### config.mk
export PLATFORM = sky130hd
export DESIGN_NAME = arith_sequencer
export DESIGN_NICKNAME = d
export VERILOG_FILES = /design/src/rtl/arith_seq_pkg.sv /design/src/rtl/seq_retire_counter.sv /design/src/rtl/arith_sequencer.sv
export SDC_FILE = /design/constraint.sdc
export NUM_CORES = 1
export LEC_CHECK = 0
export CAP_MARGIN = 5
export CORE_MARGIN = 8
export CORE_UTILIZATION = 25
export CTS_CLUSTER_SIZE = 28
export DETAILED_ROUTE_END_ITERATION = 7
export GPL_ROUTABILITY_DRIVEN = 0
export GPL_TIMING_DRIVEN = 0
export PLACE_DENSITY = 0.76
export SLEW_MARGIN = 0
export SYNTH_ARGS = -nofsm -noshare
export SYNTH_HDL_FRONTEND = slang
export SYNTH_SLANG_ARGS = --single-unit
### constraint.sdc
create_clock -name clock -period 1.6 [get_ports clock]
set_clock_uncertainty 0.2 [all_clocks]
set_input_delay 0.32 -clock clock [delete_from_list [all_inputs] [get_ports clock]]
set_output_delay 0.32 -clock clock [all_outputs]
set_load 0.02 [all_outputs]
### src/rtl/arith_seq_pkg.sv
// Shared encodings for the arithmetic sequencer: FSM states, forced ALU op,
// PC step and the datapath operand-select constants.
package arith_seq_pkg;

  typedef enum logic [1:0] {
    ST_FETCH = 2'd0,
    ST_EXEC  = 2'd1,
    ST_INCR  = 2'd2,
    ST_HALT  = 2'd3
  } state_e;

  localparam logic [2:0]  ALU_ADD = 3'b010;
  localparam logic [31:0] PC_STEP = 32'd4;

  localparam logic A_RS   = 1'b0;
  localparam logic A_PC   = 1'b1;
  localparam logic B_DEC  = 1'b0;
  localparam logic B_FOUR = 1'b1;

endpackage

### src/rtl/seq_retire_counter.sv
// Free-running CW-bit retired-instruction counter; wraps silently at all-ones.
// Single-cycle increment when inc_i is high, async active-high clear.
module seq_retire_counter #(
  parameter int CW = 32
) (
  input  logic          clk_i,
  input  logic          rst_i,
  input  logic          inc_i,
  output logic [CW-1:0] count_o
);

  logic [CW-1:0] count_q;

  always_ff @(posedge clk_i or posedge rst_i) begin
    if (rst_i) begin
      count_q <= '0;
    end else if (inc_i) begin
      count_q <= count_q + CW'(1);
    end
  end

  assign count_o = count_q;

endmodule

### src/rtl/arith_sequencer.sv
// FETCH/EXEC/INCR controller sharing one ALU between the register op and PC+4.
// Retired counter present only when ARITH_SEQ_RETIRE_CNT_EN is defined.
module arith_sequencer
  import arith_seq_pkg::*;
#(
  parameter int CW = 32
) (
  input  logic          clock,
  input  logic          reset,
  input  logic          inst_ready,
  input  logic          except,
  input  logic          dec_write,
  output logic          ir_en,
  output logic          pc_en,
  output logic          alu_a_sel,
  output logic          alu_b_sel,
  output logic          alu_op_force,
  output logic          rf_wr_en,
  output logic          halted,
  output logic [1:0]    state,
  output logic [CW-1:0] retired
);

  state_e state_q;

  always_ff @(posedge clock or posedge reset) begin
    if (reset) begin
      state_q <= ST_FETCH;
    end else begin
      case (state_q)
        ST_FETCH: if (inst_ready) state_q <= ST_EXEC;
        ST_EXEC:  state_q <= except ? ST_HALT : ST_INCR;
        ST_INCR:  state_q <= ST_FETCH;
        default:  state_q <= ST_HALT;
      endcase
    end
  end

  // Outputs are combinational so the enables drop the instant reset rises.
  always_comb begin
    ir_en        = 1'b0;
    pc_en        = 1'b0;
    alu_a_sel    = A_RS;
    alu_b_sel    = B_DEC;
    alu_op_force = 1'b0;
    rf_wr_en     = 1'b0;
    halted       = 1'b0;
    if (!reset) begin
      case (state_q)
        ST_FETCH: ir_en = inst_ready;
        ST_EXEC:  rf_wr_en = dec_write & ~except;
        ST_INCR: begin
          alu_a_sel    = A_PC;
          alu_b_sel    = B_FOUR;
          alu_op_force = 1'b1;
          pc_en        = 1'b1;
        end
        default:  halted = 1'b1;
      endcase
    end
  end

  assign state = state_q;

`ifdef ARITH_SEQ_RETIRE_CNT_EN
  seq_retire_counter #(.CW(CW)) u_retire_cnt (
    .clk_i   (clock),
    .rst_i   (reset),
    .inc_i   (state_q == ST_INCR),
    .count_o (retired)
  );
`else
  assign retired = '0;
`endif

endmodule

* Yosys cells after proc, flatten, opt, wreduce, memory -nomap -nowiden
Cells that the tools add are included. Widths: inputs -> output; s select.
Cells by class: equality and inequality tests 3, muxes and demuxes 11, bitwise operators 2, reductions and logical operators 2
Operators with widths (number):
- $mux 1 | 9
- $pmux 2 s3 | 1
- $reduce_or 3->1 | 1
- $eq 2x1->1 const B | 1
- $eq 2x2->1 const B | 1
- $logic_not 2->1 | 1
- $mux 2 | 1
- $ne 2x2->1 const B | 1
- $and 1x1->1 | 1
- $not 1->1 | 1
Word-level totals: flip-flop bits (word level) 2, bits of input ports 5, word-level logic and storage cells 19

* Logic depth before layout (Yosys ltp)
Gate-level depths: netlist of run 1.
depth after elaboration 4, mapped depth 2

* Worst setup path after synthesis of run 1
No wires, ideal clock.
path type register -> output, start point register state_q[1], in the netlist state[1], end point output alu_b_sel, data arrival time 1.510 ns, data required time 1.080 ns, slack -0.430 ns, stages on the path, launching flop included 3, path buffers 1, cell sequence dfrtp_1 -> nor3b_1 -> buf_4
On the way: word-level cells in the longest chain between the ends 3
Ends and longest elaborated chain:
- from (decl) | RTL line arith_sequencer.sv:24 | state_e state_q;
- from (signal assigned) | RTL line arith_sequencer.sv:32 | ST_EXEC: state_q <= except ? ST_HALT : ST_INCR;
- $eq 2x2->1
- $mux 1 (2 in a row)
- to (decl) | RTL line arith_sequencer.sv:16 | output logic alu_b_sel,
Every way passes these cells.

* Worst setup path after layout of run 1
start point register state_q[0], in the netlist state[0], end point output alu_op_force
On the way: word-level cells in the longest chain between the ends 3
Ends and longest elaborated chain:
- $eq 2x2->1 | RTL line arith_sequencer.sv:49 | case (state_q)
- $mux 1 | RTL line arith_sequencer.sv:49
- $mux 1 | RTL line arith_sequencer.sv:48 | if (!reset) begin
- to (decl) | RTL line arith_sequencer.sv:17 | output logic alu_op_force,
Every way passes these cells.

==> flow_summary.json, run 1 <==
{
  "outcome": "complete, but fails checks",
  "violations": "negative setup slack",
  "worstPathRequired_ns": 1.08,
  "top_layer_used": "met3",
  "route.met3.wl_um": 193,
  "cts_tree": "built",
  "synth.top_cell.area_share": 0.698,
  "dieArea_um2": 3000,
  "rsz0062_at_grt": "true",
  "start_kind": "flip-flop",
  "drt_iter0_markers": 0,
  "nets": 107,
  "clock_path_buffers": 2,
  "grt_pass1_wl_um": 1390,
  "drt_first_pass_iters": 1,
  "largest_reg_flops": 2,
  "crit_path_end_kind": "output pin",
  "layout.area.seq_um2": 52.6,
  "fin_area_um2": 721,
  "synth-seq-cells": 2,
  "wl_met2_um": 591,
  "io_pins": 46,
  "cts_sinks": 2,
  "synth.top_cells.by_count": "buf_4, dfrtp_1",
  "multiInputGateArea_um2": 194,
  "overflow": 0,
  "p_total_mw": 0.765,
  "leakagePower_nw": 0.451,
  "critical_path_buf_inv_count": 3,
  "placedCellCount": 108,
  "slowest_stage": "dfrtp_2",
  "hold_viol_final": 0,
  "synth_edf_count": 0,
  "detail-route-antenna-nets": 0,
  "coreArea_um2": 1450,
  "cts_buffers": 3,
  "fin_ws_ns": -0.134,
  "antenna_cells": 0,
  "grt_max_degree": 8,
  "synthCells": 48,
  "wl_um": 1060,
  "r2r_cells": 3,
  "peakVddDrop_uv": 352,
  "cp.arrival_ns": 1.21,
  "clock-root-buffer": "clkbuf_4",
  "clkTransAtPathRegs_ns": 0.03,
  "start_util": 0.259,
  "async_reset_ff_frac": 1.00,
  "area_delta_synth_final_pct": 91.4,
  "p_per_area_nw_per_um2": 1060,
  "synth.distinct_cells": 13,
  "seq_area_frac_synth": 0.133,
  "die_h_um": 54.8,
  "row_count": 14,
  "netlist_area_um2": 377,
  "ys_warn_count": 0,
  "cpPeakStageDelay_ns": 0.44,
  "crit_family": "flip-flops",
  "post-synth-top-count-cell": "buf_4",
  "period_share": 1.08,
  "period_minus_slack_ns": 1.73,
  "drc_errors": 0,
  "yosysTopAreaCell": "buf_4",
  "hold_path_class": "in2reg",
  "path_common_cell": "buf_4",
  "via_count": 355,
  "holdPathStages": 3,
  "finalSetupViolCount": 5,
  "place_area_um2": 661,
  "path_max_fanout": 5,
  "preCtsSetupSlack_ns": -0.799,
  "hold_slack_ns": 0.304,
  "antenna_found_initial": 0,
  "grt_usage": 0.0665,
  "wl_met1_um": 275,
  "first_global_vias": 324,
  "vias_per_cell": 3.03,
  "die_w_um": 54.8,
  "n_fill_cell": 154,
  "synthTopCellsByArea": "buf_4, dfrtp_1, nor3_2",
  "synth_ff_type": "dfrtp_1",
  "htreeDepth": 1,
  "worstSkewPairLatency_ns": 0.23,
  "path_class": "reg2out",
  "io_buffers": 13,
  "post-route-util": 0.496,
  "setup_tns_ns": -0.422,
  "drive_gt1_frac": 0.564,
  "cp.depth": 4,
  "maxCapViolations": 0,
  "max_freq_mhz": 577,
  "avgSynthCellArea_um2": 7.85,
  "crit_chain": "nor3b_4 > buf_4 > buf_4 > buf_6",
  "wl_per_cell_um": 9.06,
  "drv_slew": 0,
  "layout.cells.non_filler": 117
}
-- kinds of logic after synthesis --
kind of cell / after synthesis / share of synthesized area
AND/OR/NAND/NOR: 6 / 0.113
flip-flops: 2 / 0.133
other: 1 / 0.00996
buffers and inverters: 37 / 0.718
AO/OA/AOI/OAI: 2 / 0.0266
-- where the power goes --
group | internal [mW] | switching [mW]
clock network | 0.0928 | 0.0322
logic | 0.263 | 0.262
registers | 0.0812 | 0.0335
total | 0.437 | 0.328
-- path summary, 6_finish.rpt --
path	slack, ns	from	end
max	-0.13	state[0]	alu_op_force
min	0.30	except	state[0]
max reg2reg	0.41	state[0]	state[0]
min reg2reg	0.35	state[0]	state[1]
max in group asynchronous	0.69	reset	state[0]
min in group asynchronous	0.36	reset	state[1]
-- cell type report --
cell class	instances	area share
flip-flops and latches	2	0.0729
repair buffers	18	0.219
multi-input cells	40	0.269
plain buffers	36	0.370
clock buffers	4	0.0365
inverters	1	0.00521
well taps	16	0.0278
-- per-layer routing --
metal  GRT usage  vias up
met5           0        -
met4      0.0492        0
met3      0.0489        0
met2       0.121       25
met1      0.0443      143
li1            -      187
-- worst register-to-register path: stages, from the launching register on --
cell	delay [ns]
dfrtp_2	0.44
nand2b_1	0.19
buf_4	0.14
o21ai_1	0.14
-- repair_timing --
action	in CTS	in global routing
setup buffers	3	1
pin swaps	1	0
gates resized for setup	45	6
hold buffers	1	0
endpoints found under the setup margin	9	7
hold endpoints to repair	2	0
-- cells in the final DEF, fill, tap and decap left out, drive strengths merged --
cell and n:
and3 1, buf 47, clkbuf 6, clkdlybuf4s50 1, conb 32, dfrtp 2
dlygate4sd2 3, dlygate4sd3 1, inv 1, nand2b 1, nand3b 1, nor3 2
nor3b 1, o21ai 2
(Power assumes the default switching activity.)
==> run 2, diff against run 1 <==
Settings changed: CORE_UTILIZATION 25 to 27, PLACE_DENSITY 0.76 to 0.82.
Clock period 1.6 ns to 2.21 ns, I/O delays scaled along.
==> flow_summary.json, run 2 (synthesis gave the netlist of run 1 again) <==
{
  "cts_sinks": 2,
  "die_h_um": 53.3,
  "worstPathRequired_ns": 1.57,
  "max_freq_mhz": 463,
  "coreArea_um2": 1300,
  "swShare": 0.441,
  "io_pins": 46,
  "rsz0062_at_grt": "false",
  "cpPeakStageDelay_ns": 0.28,
  "critical_path_buf_inv_count": 5,
  "period_minus_slack_ns": 2.16,
  "maxCapViolations": 0,
  "htreeDepth": 1,
  "path_class": "in2out",
  "clock-root-buffer": "clkbuf_4",
  "period_share": 0.976,
  "outcome": "completed",
  "grt_usage": 0.0713,
  "io_buffers": 13,
  "area_delta_synth_final_pct": 82.4,
  "start_util": 0.289,
  "fin_ws_ns": 0.0524,
  "dieArea_um2": 2850,
  "layout.cells.non_filler": 113,
  "hold_viol_final": 0,
  "p_per_area_nw_per_um2": 714,
  "worstSkewPairLatency_ns": 0.22,
  "nets": 105,
  "post-route-util": 0.528,
  "cp.arrival_ns": 1.52,
  "overflow": 0,
  "combPwrFrac": 0.661,
  "p_clk_frac": 0.166,
  "clock_path_buffers": 2,
  "crit_path_end_kind": "output pin",
  "drv_slew": 0,
  "r2r_slack_ns": 1.16,
  "cts_buffers": 3,
  "largest_reg_flops": 2,
  "finalSetupViolCount": 0,
  "first_global_vias": 300,
  "final_cell_mix": "buf_4, conb_1, dlygate4sd2_1, clkdlybuf4s50_1, clkbuf_4",
  "row_count": 13,
  "seqPwrFrac": 0.172,
  "hold_path_class": "in2async",
  "antenna_found_initial": 0,
  "crit_family": "buffers and inverters",
  "p_int_mw": 0.274,
  "detail-route-antenna-nets": 0,
  "leakagePower_nw": 0.444,
  "cts_tree": "built",
  "drt_iter0_markers": 7,
  "r2r-start": "state[0]",
  "clkTransAtPathRegs_ns": 0.03,
  "vias_per_cell": 3.10,
  "slowest_stage": "dlygate4sd2_1",
  "placedCellCount": 107,
  "peakVddDrop_uv": 273,
  "antenna_cells": 0,
  "drc_errors": 0,
  "grt_pass1_wl_um": 1350,
  "n_fill_cell": 125,
  "start_kind": "input port",
  "path_common_cell": "buf_4",
  "drt_first_pass_iters": 3,
  "crit_chain": "dlygate4sd2_1 > nor3b_2 > buf_4 > buf_4 > buf_4 > clkdlybuf4s15_2",
  "post-dp-hpwl_um": 891,
  "die_w_um": 53.3,
  "hold_buffers": 0,
  "drive_gt1_frac": 0.459,
  "via_count": 350,
  "p_switching_mw": 0.216,
  "layout_commonest_cell": "buf_4",
  "wl_per_cell_um": 9.44,
  "startpoint": "reset",
  "grt_max_degree": 8,
  "preCtsSetupSlack_ns": -0.533,
  "wl_um": 1070,
  "path_max_fanout": 4
}
-- run 2: cell type report --
type                       count  area, um2  share of cell area
inverter                       1       3.75             0.00546
sequential                     2       50.0              0.0729
tap                           15       18.8              0.0273
multi-input combinational     40        178               0.259
timing repair buffer          16        148               0.215
buffer                        36        267               0.388
clock buffer                   3       22.5              0.0328
-- run 2: final timing paths --
kind | to | cells past startpoint
min in group clock | state[0] | 1
min | state[0] | 2
max | alu_b_sel | 6
max reg2reg | state[0] | 2
min reg2reg | state[0] | 1
max in group asynchronous | state[1] | 2
-- run 2: power by group through the flow --
stage	Combinational (mW)	Sequential, mW	Clock (mW)
finish	0.324	0.0845	0.0816
global route	0.342	0.0898	0.0954
CTS	0.318	0.0848	0.0879
detailed placement	0.313	0.0836	0
global placement	0.308	0.0832	0
floorplan	0.183	0.103	0
-- run 2: per-stage QoR --
step / power [mW] / hold slack, ns / setup TNS (ns) / instance area [um2]
global route: 0.527 / 0.0831 / 0 / 687
floorplan: 0.286 / -0.0112 / 0 / 493
CTS: 0.490 / 0.0730 / 0 / 687
finish: 0.490 / 0.0826 / 0 / 687
detailed placement: 0.396 / 0.355 / -2.65 / 642
global placement: 0.392 / 0.345 / -2.48 / 642
-- run 2: repair_timing --
| item | in CTS | in global routing |
|---|---|---|
| gates cloned | 0 | 0 |
| resized for setup | 13 | 0 |
| pin swaps | 1 | 1 |
| endpoints found under the setup margin | 7 | 1 |
| setup buffers | 3 | 0 |
-- run 2: metal layers --
metal | part of all wire | track usage
met2 | 0.48 | 0.111
met5 | 0 | 0
met3 | 0.20 | 0.0644
met1 | 0.30 | 0.0501
met4 | 0.024 | 0.0672
